File: config.mk
export PLATFORM = sky130hd
export DESIGN_NAME = uart_byte_tx
export DESIGN_NICKNAME = d
export VERILOG_FILES = /design/src/rtl/uart_byte_tx.sv
export SDC_FILE = /design/constraint.sdc
export NUM_CORES = 1
export LEC_CHECK = 0
export ABC_AREA = 1
export BUFFER_PORTS_ARGS = -buffer_cell sky130_fd_sc_hd__buf_2
export CAP_MARGIN = 40
export CORE_ASPECT_RATIO = 1.75
export CORE_UTILIZATION = 60
export CTS_CLUSTER_SIZE = 25
export DETAILED_ROUTE_END_ITERATION = 7
export PLACE_DENSITY_LB_ADDON = 0.25
export SLEW_MARGIN = 15
export SYNTH_ARGS = -nofsm -noshare
export SYNTH_HDL_FRONTEND = slang
export SYNTH_SLANG_ARGS = --single-unit
File: constraint.sdc
create_clock -name clk -period 2.1 [get_ports clk]
set_clock_uncertainty 0.05 [all_clocks]
set_input_delay 0.21 -clock clk [delete_from_list [all_inputs] [get_ports clk]]
set_output_delay 0.21 -clock clk [all_outputs]
set_load 0.02 [all_outputs]
File: src/rtl/uart_byte_tx.sv
// -----------------------------------------------------------------------------
// uart_byte_tx
// Serialises one byte per request onto an RS-232 style line:
//   start bit (0), 8 data bits LSB first, optional parity bit, 1 or 2 stop bits.
// Every bit period lasts CLK_DIV clock cycles.
//
// Parameters
//   CLK_DIV    : clk cycles per bit (2..65535)
//   PARITY_EN  : 1 = append a parity bit after the data bits
//   PARITY_ODD : 1 = odd parity, 0 = even (only used when PARITY_EN = 1)
//   STOP_BITS  : number of stop bits (1 or 2)
//
// Ports
//   clk        : system clock; all state changes on its rising edge
//   rst_n      : asynchronous active-low reset
//   comnd_en   : single-cycle byte send request
//   comnd_data : byte to send, sampled only when a request is accepted
//   tx_ready   : busy flag, high for the whole frame
//   rs232_tx   : serial line, idle high
//   tx_done    : one-cycle pulse in the cycle tx_ready falls
//   tx_overrun : one-cycle pulse after a request that arrived while busy
// -----------------------------------------------------------------------------
module uart_byte_tx #(
    parameter int unsigned CLK_DIV    = 434,
    parameter int unsigned PARITY_EN  = 0,
    parameter int unsigned PARITY_ODD = 0,
    parameter int unsigned STOP_BITS  = 1
) (
    input  logic       clk,
    input  logic       rst_n,
    input  logic       comnd_en,
    input  logic [7:0] comnd_data,
    output logic       tx_ready,
    output logic       rs232_tx,
    output logic       tx_done,
    output logic       tx_overrun
);

    typedef enum logic [2:0] {
        IDLE   = 3'd0,
        START  = 3'd1,
        DATA   = 3'd2,
        PARITY = 3'd3,
        STOP   = 3'd4
    } state_e;

    localparam logic [15:0] BAUD_LAST  = 16'(CLK_DIV - 1);
    localparam logic [2:0]  STOP_LAST  = 3'(STOP_BITS - 1);
    localparam logic        USE_PARITY = (PARITY_EN != 0);
    localparam logic        ODD_PARITY = (PARITY_ODD != 0);

    // Parity of a byte, optionally inverted for odd parity.
    function automatic logic parity_f(input logic [7:0] byte_v, input logic odd_v);
        return (^byte_v) ^ odd_v;
    endfunction

    state_e      state_q;
    logic [15:0] baud_q;
    logic [2:0]  bit_q;      // data bit index in DATA, stop bit index in STOP
    logic [7:0]  data_q;
    logic        tx_q;
    logic        ready_q;
    logic        done_q;
    logic        ovr_q;

    logic        baud_last_d;
    logic [15:0] baud_inc_d;
    logic [2:0]  bit_inc_d;

    assign baud_last_d = (baud_q == BAUD_LAST);
    assign baud_inc_d  = baud_q + 16'd1;
    assign bit_inc_d   = bit_q + 3'd1;

    // Frame sequencer; every output is produced from the state being entered,
    // so the line and flags change in the same cycle as the state register.
    always_ff @(posedge clk or negedge rst_n) begin
        if (!rst_n) begin
            state_q <= IDLE;
            baud_q  <= 16'd0;
            bit_q   <= 3'd0;
            data_q  <= 8'd0;
            tx_q    <= 1'b1;
            ready_q <= 1'b0;
            done_q  <= 1'b0;
            ovr_q   <= 1'b0;
        end else begin
            done_q <= 1'b0;
            // Any request while a frame is in flight (state != IDLE) is dropped.
            ovr_q  <= comnd_en & (state_q != IDLE);
            case (state_q)
                IDLE: begin
                    if (comnd_en) begin
                        data_q  <= comnd_data;
                        bit_q   <= 3'd0;
                        baud_q  <= 16'd0;
                        state_q <= START;
                        tx_q    <= 1'b0;
                        ready_q <= 1'b1;
                    end else begin
                        tx_q    <= 1'b1;
                        ready_q <= 1'b0;
                    end
                end
                START: begin
                    if (baud_last_d) begin
                        baud_q  <= 16'd0;
                        bit_q   <= 3'd0;
                        state_q <= DATA;
                        tx_q    <= data_q[0];
                    end else begin
                        baud_q  <= baud_inc_d;
                    end
                end
                DATA: begin
                    if (baud_last_d) begin
                        baud_q <= 16'd0;
                        if (bit_q == 3'd7) begin
                            bit_q <= 3'd0;
                            if (USE_PARITY) begin
                                state_q <= PARITY;
                                tx_q    <= parity_f(data_q, ODD_PARITY);
                            end else begin
                                state_q <= STOP;
                                tx_q    <= 1'b1;
                            end
                        end else begin
                            bit_q <= bit_inc_d;
                            tx_q  <= data_q[bit_inc_d];
                        end
                    end else begin
                        baud_q <= baud_inc_d;
                    end
                end
                PARITY: begin
                    if (baud_last_d) begin
                        baud_q  <= 16'd0;
                        bit_q   <= 3'd0;
                        state_q <= STOP;
                        tx_q    <= 1'b1;
                    end else begin
                        baud_q  <= baud_inc_d;
                    end
                end
                STOP: begin
                    if (baud_last_d) begin
                        baud_q <= 16'd0;
                        if (bit_q == STOP_LAST) begin
                            bit_q   <= 3'd0;
                            state_q <= IDLE;
                            tx_q    <= 1'b1;
                            ready_q <= 1'b0;
                            done_q  <= 1'b1;
                        end else begin
                            bit_q <= bit_inc_d;
                        end
                    end else begin
                        baud_q <= baud_inc_d;
                    end
                end
                default: begin
                    // Corrupted state register: recover to a clean idle line.
                    state_q <= IDLE;
                    baud_q  <= 16'd0;
                    bit_q   <= 3'd0;
                    data_q  <= 8'd0;
                    tx_q    <= 1'b1;
                    ready_q <= 1'b0;
                    done_q  <= 1'b0;
                    ovr_q   <= 1'b0;
                end
            endcase
        end
    end

    assign tx_ready   = ready_q;
    assign rs232_tx   = tx_q;
    assign tx_done    = done_q;
    assign tx_overrun = ovr_q;

endmodule
==> results.yml, run 1 <==
yosys:
  ys_types: 35
  async_flop_share_pct: 100
  seq_area_frac_synth_pct: 39.8
  ys_ff_latch: 34
  syn-cell-area_um2: 2140
  synth_compound_area_share_pct: 10.1
  synth_area_leader_cell: "dfrtp_1"
  ys.flop_type: "dfrtp_1"
  muxShareOfSynthArea_pct: 0
  yosys.area_share.adder_pct: 2.92
  synth_cells: 273
  synth_common_cells: "68 x nand2_1, 33 x dfrtp_1, 30 x nand3_1, 22 x inv_1, 22 x nor2_1"
  synth_edf_count: 0
  synth_top_area_share_pct: 38.6
  synth_most_common_cell: "nand2_1"
  synth_xor_area_share_pct: 1.23
  synth_top_family_by_area: "simple AND/OR/NAND/NOR gates"
  syn_avg_cell_area_um2: 7.84
  postSynthNetCount: 289
  ys.warnings.count: 0
  yosys-top-cells-area: "dfrtp_1 39%, nand2_1 12%, nand3_1 7.0%, o21ai_0 4.7%, inv_1 3.9%"
  synthSimpleGateAreaFrac_pct: 37.8
clock_network:
  clock_path_buffers: 2
  cts_sinks: 34
  clockRootBuffer: "clkbuf_8"
  cts_resized: 0
  tritoncts: "built"
  htreeDepth: 2
  cts_setup_buffers: 0
  clk_latency_ps: 290
  clkTransAtPathRegs_ps: 70
  cts_buffers: 5
  ctsHoldBuffers: 1
grt:
  grt.overflow.total: 0
  grt_pass1_vias: 1766
  grt_usage_pct: 29.0
  grt_max_degree: 35
  antenna_found_initial: 0
  grt_pass1_wl_um: 7780
routing:
  remaining_drc_errors: 0
  dr_total_vias: 1846
  finalWirelength_um: 4700
  vias_per_cell: 5.51
  wl_per_cell_um: 14.0
  drtIter0Drc: 57
  ant_nets: 0
  routed.top_layer: "met4"
  wl_met3_um: 162
  met1_length_um: 1750
  dr_wl_met2_um: 2660
  drt_first_pass_iters: 4
sta:
  setup_viol: 0
  final_min_period_over_clock_period_pct: 83.8
  rsz0062_at_grt: "false"
  hold_viol_final: 0
  period_needed_ps: 1760
  worst_pin_slew_ps: 770
  tns_ps: 0
  finalWorstSetupSlack_ps: 341
  max_freq_ghz: 0.568
  maxSlewViolCount: 0
  slew_headroom_pct: 48.6
  whs_ps: 98.0
final_layout:
  final_cells: 335
  syn2layout_area_growth_pct: 8.07
  diodes: 0
  nets: 305
  drive_above_1_share_pct: 20.7
  final_area_um2: 2310
  fin_util_pct: 68.1
placement:
  placed_cells: 326
  port_buffers: 14
  placed_cell_area_um2: 2210
  gp_congestion: 0.879
  hpwlAfterDp_um: 3540
  pre_cts_ws_ps: 370
pwr:
  p_sw_share_pct: 21.7
  p_seq_share_pct: 55.3
  leakage_nw: 1.20
  clkPwrFrac_pct: 42.1
  irDropWorstVdd_mv: 0.444
  p_comb_share_pct: 2.5
  p_int_mw: 0.929
  powerDensity_nw_per_um2: 513
  totalPowerFinal_mw: 1.19
  p_sw_mw: 0.257
floorplanning:
  fp.dieH_um: 81.0
  num_io_pins: 15
  start_util_pct: 63.0
  num_rows: 28
  core_area_um2: 3400
  fp.dieW_um: 47.2
  die_area_um2: 3820
outcome:
  outcome: "complete, no violations"
flow_run:
  max_cap_viol_count: 0
setup_path:
  cp.required_ps: 2280
  worstPathMaxFanout: 7
  arrival_ps: 1940
  path_cells: "inv_1 > ha_1 > inv_1 > nor2_1 > inv_1 > nand2_2 > nand2_1 > inv_1 > nand2_1 > nor2_1 > nand2_1 > nand2_1"
  worstSetupEndpointType: "register"
  cpPeakStageDelay_ps: 450
  crit_type: "register to register"
  worst_setup_path_start_kind: "register"
  slowest_stage: "dfrtp_1"
min_path:
  hp-class: "input port to register"
-- kinds of logic (layout without fill, tap and decap cells) --
family / after synthesis / count (layout)
buffers and inverters: 37 / 54
AOI/OAI and AO/OA: 35 / 35
adders and majority gates: 5 / 5
and+or+nand+nor: 159 / 159
DFF: 34 / 34
xor gates and xnor gates: 3 / 3
-- worst paths after layout --
kind                                       from                endpoint  slack (ps)  cells past startpoint
max reg2reg                bit_q[0]$_DFFE_PN0P_  state_q[1]$_DFFE_PN0P_         340                     12
min reg2reg                tx_ready$_DFFE_PN0P_    tx_ready$_DFFE_PN0P_         430                      2
min in group asynchronous                 rst_n  state_q[2]$_DFFE_PN0P_         480                      2
max                        bit_q[0]$_DFFE_PN0P_  state_q[1]$_DFFE_PN0P_         340                     12
max in group asynchronous                 rst_n    tx_overrun$_DFF_PN0_        1030                      2
min                               comnd_data[2]   data_q[2]$_DFFE_PN0P_         100                      3
-- critical path, delay by kind of cell, from the launching register on --
kind	cells	cell delay [ps]
buffers and inverters	4	380
adder cells (fa/ha/maj)	1	170
AND/OR/NAND/NOR	7	660
flip-flops	1	450
-- registers in the layout, indices dropped and copies added (netlist names) --
| signal | cells |
|---|---|
| tx_overrun | 1 |
| tx_ready | 1 |
| tx_done | 1 |
| state_q | 3 |
| rs232_tx | 1 |
| data_q | 8 |
| baud_q | 16 |
| bit_q | 3 |
-- cell type report --
type                       instances  area, µm²
multi-input combinational        202       1110
inverter                          31        121
tap                               45       56.3
fill                             309       1080
clock buffer                       7       86.3
timing repair buffer              15       80.1
sequential                        34        852
clock inverter                     1       5.00
-- routing by layer --
layer  global-route usage [%]  vias to the layer above
li1                         -                      919
met1                     30.5                      876
met2                     52.6                       41
met3                     5.78                       10
met4                     12.0                        0
met5                        0                        -
-- placed cells by master, fill, tap and decap left out, types with 2 or more instances in the layout --
master    instances
clkbuf_8          6
nand2_8           2
a21oi_2           2
nor3_1           11
ha_1              5
nand2_4           3
xor2_1            3
buf_2            14
dfrtp_1          33
inv_2             7
nand2_1          68
nand3_1          30
inv_4             2
nand3b_1          3
o21ai_0          20
nor2_1           22
o21ai_2           5
and3_1            3
nor2_2            3
nor3_2            2
nand2_2           6
nor2_8            2
inv_1            22
a21oi_1           4
o22ai_1           2
-- power groups by stage --
| stage | clock network, mW | registers [mW] | logic [mW] |
|---|---|---|---|
| floorplan | 0 | 0.670 | 0.00476 |
| global placement | 0 | 0.668 | 0.0297 |
| detailed placement | 0 | 0.668 | 0.0297 |
| CTS | 0.510 | 0.656 | 0.0310 |
| global route | 0.542 | 0.655 | 0.0348 |
| finish | 0.499 | 0.656 | 0.0302 |
(Power assumes the default switching activity.)
==> inputs of run 2 (changes only) <==
- ABC_AREA: 1 -> 0
- CORE_UTILIZATION: 60 -> 53
- clock period: 2.1 -> 1.4 ns (I/O delays scaled with it)
==> run 2 against run 1 <==
Effect of this change: the run now ends with negative setup slack left; design area is 30% higher; flip-flop and latch count stayed put; via count is 15% higher; clock-buffer cell count stayed put; synthesized area is 9.9% lower; core utilization is 19 points higher; synthesized cell count is 23% lower; cell count is 0.30% lower; power grew to 2.7 times the previous value; sequential share of layout area is 8.4 points lower; worst setup slack worse by 760 ps; critical path type unchanged; critical endpoint is now baud_q[12]$_DFFE_PN0N_; largest power group unchanged; highest routed layer unchanged.
==> results.yml, run 2 <==
outcome:
  outcome: "finished, violations left"
  violations: "negative setup slack"
sta:
  worst_pin_slew_ps: 420
  rsz0062_at_grt: "true"
  whs_ps: 202
  hold_viol_final: 0
  max_freq_ghz: 0.551
  slew_headroom_pct: 72.0
  period_needed_ps: 1810
  tns_ps: -7430
  maxSlewViolCount: 0
  setup_viol: 25
  finalWorstSetupSlack_ps: -415
  final_min_period_over_clock_period_pct: 130
grt:
  grt_pass1_wl_um: 9800
  grt_use_met1_pct: 36.5
  antenna_found_initial: 0
  met2_usage_pct: 65.3
  grt_usage_pct: 36.7
  grt_busiest_layer: "met2"
  grt.overflow.total: 0
  grt_pass1_vias: 2075
  grt_max_degree: 21
  gr-usage-met3_pct: 7.47
pwr:
  leakage_nw: 1.29
  powerDensity_nw_per_um2: 1080
  irDropWorstVdd_mv: 0.937
  totalPowerFinal_mw: 3.25
yosys:
  ys.flop_type: "dfrtp_1"
  synth_edf_count: 0
  async_flop_share_pct: 100
  synth_cells: 210
  ys.warnings.count: 0
  seq_area_frac_synth_pct: 44.2
  syn-cell-area_um2: 1930
  ys_types: 43
  synth_area_leader_cell: "dfrtp_1"
  synth_common_cells: "33 x dfrtp_1, 26 x nand2_1, 16 x o21ai_0, 13 x nor2_1, 9 x inv_1"
  postSynthNetCount: 226
  ys_ff_latch: 34
  yosys-top-cells-area: "dfrtp_1 43%, nand2_1 5.1%, o21ai_0 4.2%, a22o_1 3.6%, mux2i_1 3.6%"
  synth_top_area_share_pct: 42.8
  synth_most_common_cell: "dfrtp_1"
  syn_avg_cell_area_um2: 9.19
min_path:
  min_from: "comnd_data[0]"
  hp-class: "input port to register"
placement:
  gp_congestion: 0.969
  hpwlAfterDp_um: 4100
  placed_cell_area_um2: 2460
  placed_cells: 307
  port_buffers: 14
floorplanning:
  fp.dieW_um: 47.6
  num_io_pins: 15
  die_area_um2: 3900
  start_util_pct: 56.2
  core_area_um2: 3430
  fp.dieH_um: 81.8
  num_rows: 28
setup_path:
  cpPeakStageDelay_ps: 410
  path_cells: "buf_6 > ha_4 > nand3_4 > or3_4 > or3_1 > a21oi_1"
  crit_start: "baud_q[0]$_DFFE_PN0N_"
  slowest_stage: "dfrtp_1"
  arrival_ps: 1980
  worstSetupEndpointType: "register"
  crit_type: "register to register"
  critPathBufInv: 1
  cpLargestDelayFamily: "simple AND/OR/NAND/NOR gates"
  worstPathMaxFanout: 4
  cp.required_ps: 1570
  worst_setup_path_start_kind: "register"
  reg2reg_from: "baud_q[0]$_DFFE_PN0N_"
final_layout:
  diodes: 0
  final_area_um2: 3000
  final_common_cell: "buf_4"
  syn2layout_area_growth_pct: 55.4
  reg.largest.list: "baud_q x16, data_q x8"
  nets: 305
  max_flop_register: "baud_q"
  mostFrequentLayoutCells: "52 x buf_4, 32 x dfrtp_1, 25 x nand2_1, 14 x buf_2, 14 x buf_6"
  largest_reg_flops: 16
  final_cells: 334
  drive_above_1_share_pct: 45.3
clock_network:
  clkTransAtPathRegs_ps: 70
  clockRootBuffer: "clkbuf_8"
  tritoncts: "built"
  cts_sinks: 34
  clock_path_buffers: 2
  clk_latency_ps: 290
  cts_buffers: 5
  htreeDepth: 2
flow_run:
  max_cap_viol_count: 0
routing:
  finalWirelength_um: 7060
  vias_per_cell: 6.37
  drtIter0Drc: 87
  remaining_drc_errors: 0
  ant_nets: 0
  dr_total_vias: 2129
  wl_per_cell_um: 21.1
  drt_first_pass_iters: 4
[run 2: changes by cell type in the layout (fill, tap and decap cells not counted), sizes merged, moves of 8 or more]
cell   before  now
a22o        0    8
buf        14   82
inv        31    9
nand2      79   26
nand3      31    6
nor2       28   14
nor3       13    2
o21ai      25   16
[run 2: path summary, 6_finish.rpt]
| check | end | slack [ps] | cells past startpoint |
|---|---|---|---|
| worst max-delay path | baud_q[12]$_DFFE_PN0N_ | -410 | 6 |
| worst min-delay path | data_q[0]$_DFFE_PN0P_ | 200 | 4 |
| worst max register to register | baud_q[12]$_DFFE_PN0N_ | -410 | 6 |
| worst min register to register | rs232_tx$_DFFE_PN1P_ | 470 | 1 |
| max in group asynchronous | rs232_tx$_DFFE_PN1P_ | 510 | 3 |
| min in group asynchronous | baud_q[5]$_DFFE_PN0N_ | 260 | 2 |
[run 2: final cells by class]
type	count	area, µm²
multi-input cells	156	1320
flip-flops and latches	34	853
repair buffers	83	663
fillers	176	435
clock buffers	7	76.3
well taps	45	56.3
inverters	9	33.8
[run 2: through the flow]
stage,setup slack (ps),utilization (%)
floorplan,-430,-
global placement,-368,71.6
detailed placement,-473,71.6
CTS,-351,80.7
global route,-521,87.3
finish,-415,87.3
[run 2: layer usage]
| layer | routed length (µm) | up-vias |
|---|---|---|
| li1 | - | 919 |
| met1 | 2430 | 1054 |
| met2 | 3880 | 115 |
| met3 | 392 | 41 |
| met4 | 359 | 0 |
| met5 | 0 | - |
[run 2: what timing repair did]
| item | in CTS | in global routing |
|---|---|---|
| gates cloned | 0 | 1 |
| pin swaps | 20 | 25 |
| hold buffers | 1 | 0 |
| setup endpoints to repair | 33 | 34 |
| gates resized for setup | 35 | 31 |
| endpoints found under the hold margin | 14 | 0 |
| setup buffers | 9 | 13 |
[run 2: cell families after synthesis]
group / Yosys count / synth area share (%)
compound gates: 49 / 16.8
xor+xnor: 6 / 2.72
fa+ha+maj: 5 / 3.24
buf+inv: 20 / 4.15
flops: 34 / 44.2
mux: 8 / 4.22
simple gates: 88 / 24.7
[run 2: tightest hold or removal path, stage by stage]
cell	delay, ps
buf_2	80
nand2_1	40
o21ai_0	130
a22o_1	120
[run 2: report_power, final]
group	switching [mW]	internal [mW]	total (mW)
logic	0.573	0.629	1.20
clock network	0.349	0.342	0.692
registers	0.190	1.16	1.35
==> inputs of run 3 (changes only) <==
- CORE_UTILIZATION: 53 -> 56
- CTS_BUF_LIST: default -> sky130_fd_sc_hd__clkbuf_8
==> run 3 against run 2 <==
Effect of this change: the run still ends with negative setup slack left; via count increased by 7.0%; combinational power rose by 9%; cell count is 1.2% lower; global-route usage down 4.8 points; sequential share of layout area decreased by 0.065 points; sequential power about the same; largest cell class unchanged; largest power group unchanged.
==> results.yml, run 3 (synthesized netlist as in run 2, its figures left out) <==
pwr:
  leakage_nw: 1.31
  powerDensity_nw_per_um2: 1120
  irDropWorstVdd_mv: 1.30
final_layout:
  reg.largest.list: "baud_q x16, data_q x8"
  largest_reg_flops: 16
  nets: 302
  mostFrequentLayoutCells: "41 x buf_4, 33 x dfrtp_1, 24 x nand2_1, 20 x buf_6, 15 x buf_2"
  fin_util_pct: 93.5
  final_common_cell: "buf_4"
  fillerInstances: 98
  drive_above_1_share_pct: 45.3
  diodes: 0
  max_flop_register: "baud_q"
  syn2layout_area_growth_pct: 55.5
clock_network:
  clockRootBuffer: "clkbuf_8"
  clk_latency_ps: 310
  htreeDepth: 2
  clock_path_buffers: 2
  cts_buffers: 5
  cts_sinks: 34
  clkTransAtPathRegs_ps: 70
  tritoncts: "built"
setup_path:
  worst_setup_path_start_kind: "register"
  reg2reg_to: "bit_q[0]$_DFFE_PN0P_"
  cpLargestDelayFamily: "simple AND/OR/NAND/NOR gates"
  reg2reg_from: "baud_q[11]$_DFFE_PN0N_"
  slowest_stage: "nor4_1"
  critPathBufInv: 2
  arrival_ps: 2240
  path_cells: "nor4_1 > nand4_1 > buf_6 > a21oi_4 > buf_6 > mux2i_1"
  cp.required_ps: 1550
  worstSetupEndpointType: "register"
  worstPathMaxFanout: 6
  cpPeakStageDelay_ps: 520
  crit_top_cell: "buf_6"
  crit_type: "register to register"
  ff2ff_path_depth: 6
  rrSetupSlack_ps: -700
sta:
  max_freq_ghz: 0.477
  rsz0062_at_grt: "true"
  maxSlewViolCount: 0
  period_needed_ps: 2100
  slew_headroom_pct: 64.7
  hold_viol_final: 0
  final_min_period_over_clock_period_pct: 150
  finalWorstSetupSlack_ps: -696
  whs_ps: 195
  setup_viol: 26
  worst_pin_slew_ps: 524
grt:
  grt_max_degree: 31
  grt.overflow.total: 0
  grt_pass1_wl_um: 8400
  grt_pass1_vias: 1871
  grt_usage_pct: 31.9
  antenna_found_initial: 0
min_path:
  hp-class: "input port to register"
  min_from: "comnd_data[0]"
  worstHoldPathCells: 4
  hold_end: "data_q[0]$_DFFE_PN0P_"
routing:
  vias_per_cell: 6.90
  ant_nets: 0
  wl_per_cell_um: 24.4
  remaining_drc_errors: 0
  dr_total_vias: 2277
  finalWirelength_um: 8060
  drt_first_pass_iters: 6
  drtIter0Drc: 219
placement:
  hpwlAfterDp_um: 3630
  port_buffers: 14
  gp_congestion: 0.892
floorplanning:
  core_area_um2: 3210
  fp.dieW_um: 46.4
  die_area_um2: 3690
  start_util_pct: 60.1
  fp.dieH_um: 79.7
  num_io_pins: 15
  num_rows: 27
outcome:
  violations: "negative setup slack"
  outcome: "finished, violations left"
flow_run:
  max_cap_viol_count: 0
## run 3: what timing repair did
item / in CTS / in global routing
gates cloned: 0 / 1
pin swaps: 14 / 25
buffers inserted: 11 / 13
resized for setup: 31 / 41
endpoints found under the hold margin: 14 / 0
hold buffers: 1 / 0
endpoints found under the setup margin: 32 / 34
## run 3: area by class of cell
class,instances,area (µm²),area share (%)
clock inverter,3,11.3,0.375
sequential,34,852,28.4
tap,43,53.8,1.79
multi-input combinational,156,1310,43.6
inverter,9,33.8,1.13
clock buffer,5,68.8,2.29
timing repair buffer,80,673,22.4
## run 3: power by group
| group | leakage [nW] | switching (mW) | total, mW | internal, mW |
|---|---|---|---|---|
| Combinational | 0.811 | 0.611 | 1.31 | 0.694 |
| Sequential | 0.445 | 0.184 | 1.34 | 1.16 |
| Clock | 0.0519 | 0.382 | 0.713 | 0.332 |
| Total | 1.31 | 1.18 | 3.36 | 2.19 |
## run 3: how the worst max path moves through the flow
stage                           startpoint                     end  slack (ps)  cells past startpoint
floorplan             bit_q[0]$_DFFE_PN0P_    rs232_tx$_DFFE_PN1P_        -430                      6
global placement      bit_q[1]$_DFFE_PN0P_    rs232_tx$_DFFE_PN1P_        -380                      6
detailed placement    bit_q[1]$_DFFE_PN0P_    rs232_tx$_DFFE_PN1P_        -410                      6
CTS                  baud_q[1]$_DFFE_PN0N_  baud_q[15]$_DFFE_PN0N_        -360                      5
global route        baud_q[11]$_DFFE_PN0N_    bit_q[0]$_DFFE_PN0P_        -610                      6
finish              baud_q[11]$_DFFE_PN0N_    bit_q[0]$_DFFE_PN0P_        -700                      6
## run 3: stage by stage
stage | power [mW] | setup TNS (ps) | worst slack (ps) | cell area, µm² | cells
floorplan | 1.74 | -3550 | -430 | 2010 | 210
global placement | 2.09 | -5720 | -377 | 2430 | 302
detailed placement | 2.13 | -6470 | -409 | 2430 | 302
CTS | 2.92 | -6450 | -362 | 2720 | 320
global route | 3.49 | -12810 | -609 | 3000 | 330
finish | 3.36 | -14410 | -696 | 3000 | 330
## run 3: tightest hold or removal path: cells and delay by family
family | cells | cell delay [ps]
AND/OR/NAND/NOR | 1 | 30
AO/OA/AOI/OAI | 2 | 260
buffers and inverters | 1 | 70
## run 3: layer usage
layer / wire length (µm) / track usage [%] / vias to the layer above
met1: 2600 / 34.6 / 1063
met4: 693 / 14.7 / 0
met3: 670 / 6.11 / 86
met2: 4090 / 55.7 / 212
li1: - / - / 916
met5: 0 / 0 / -
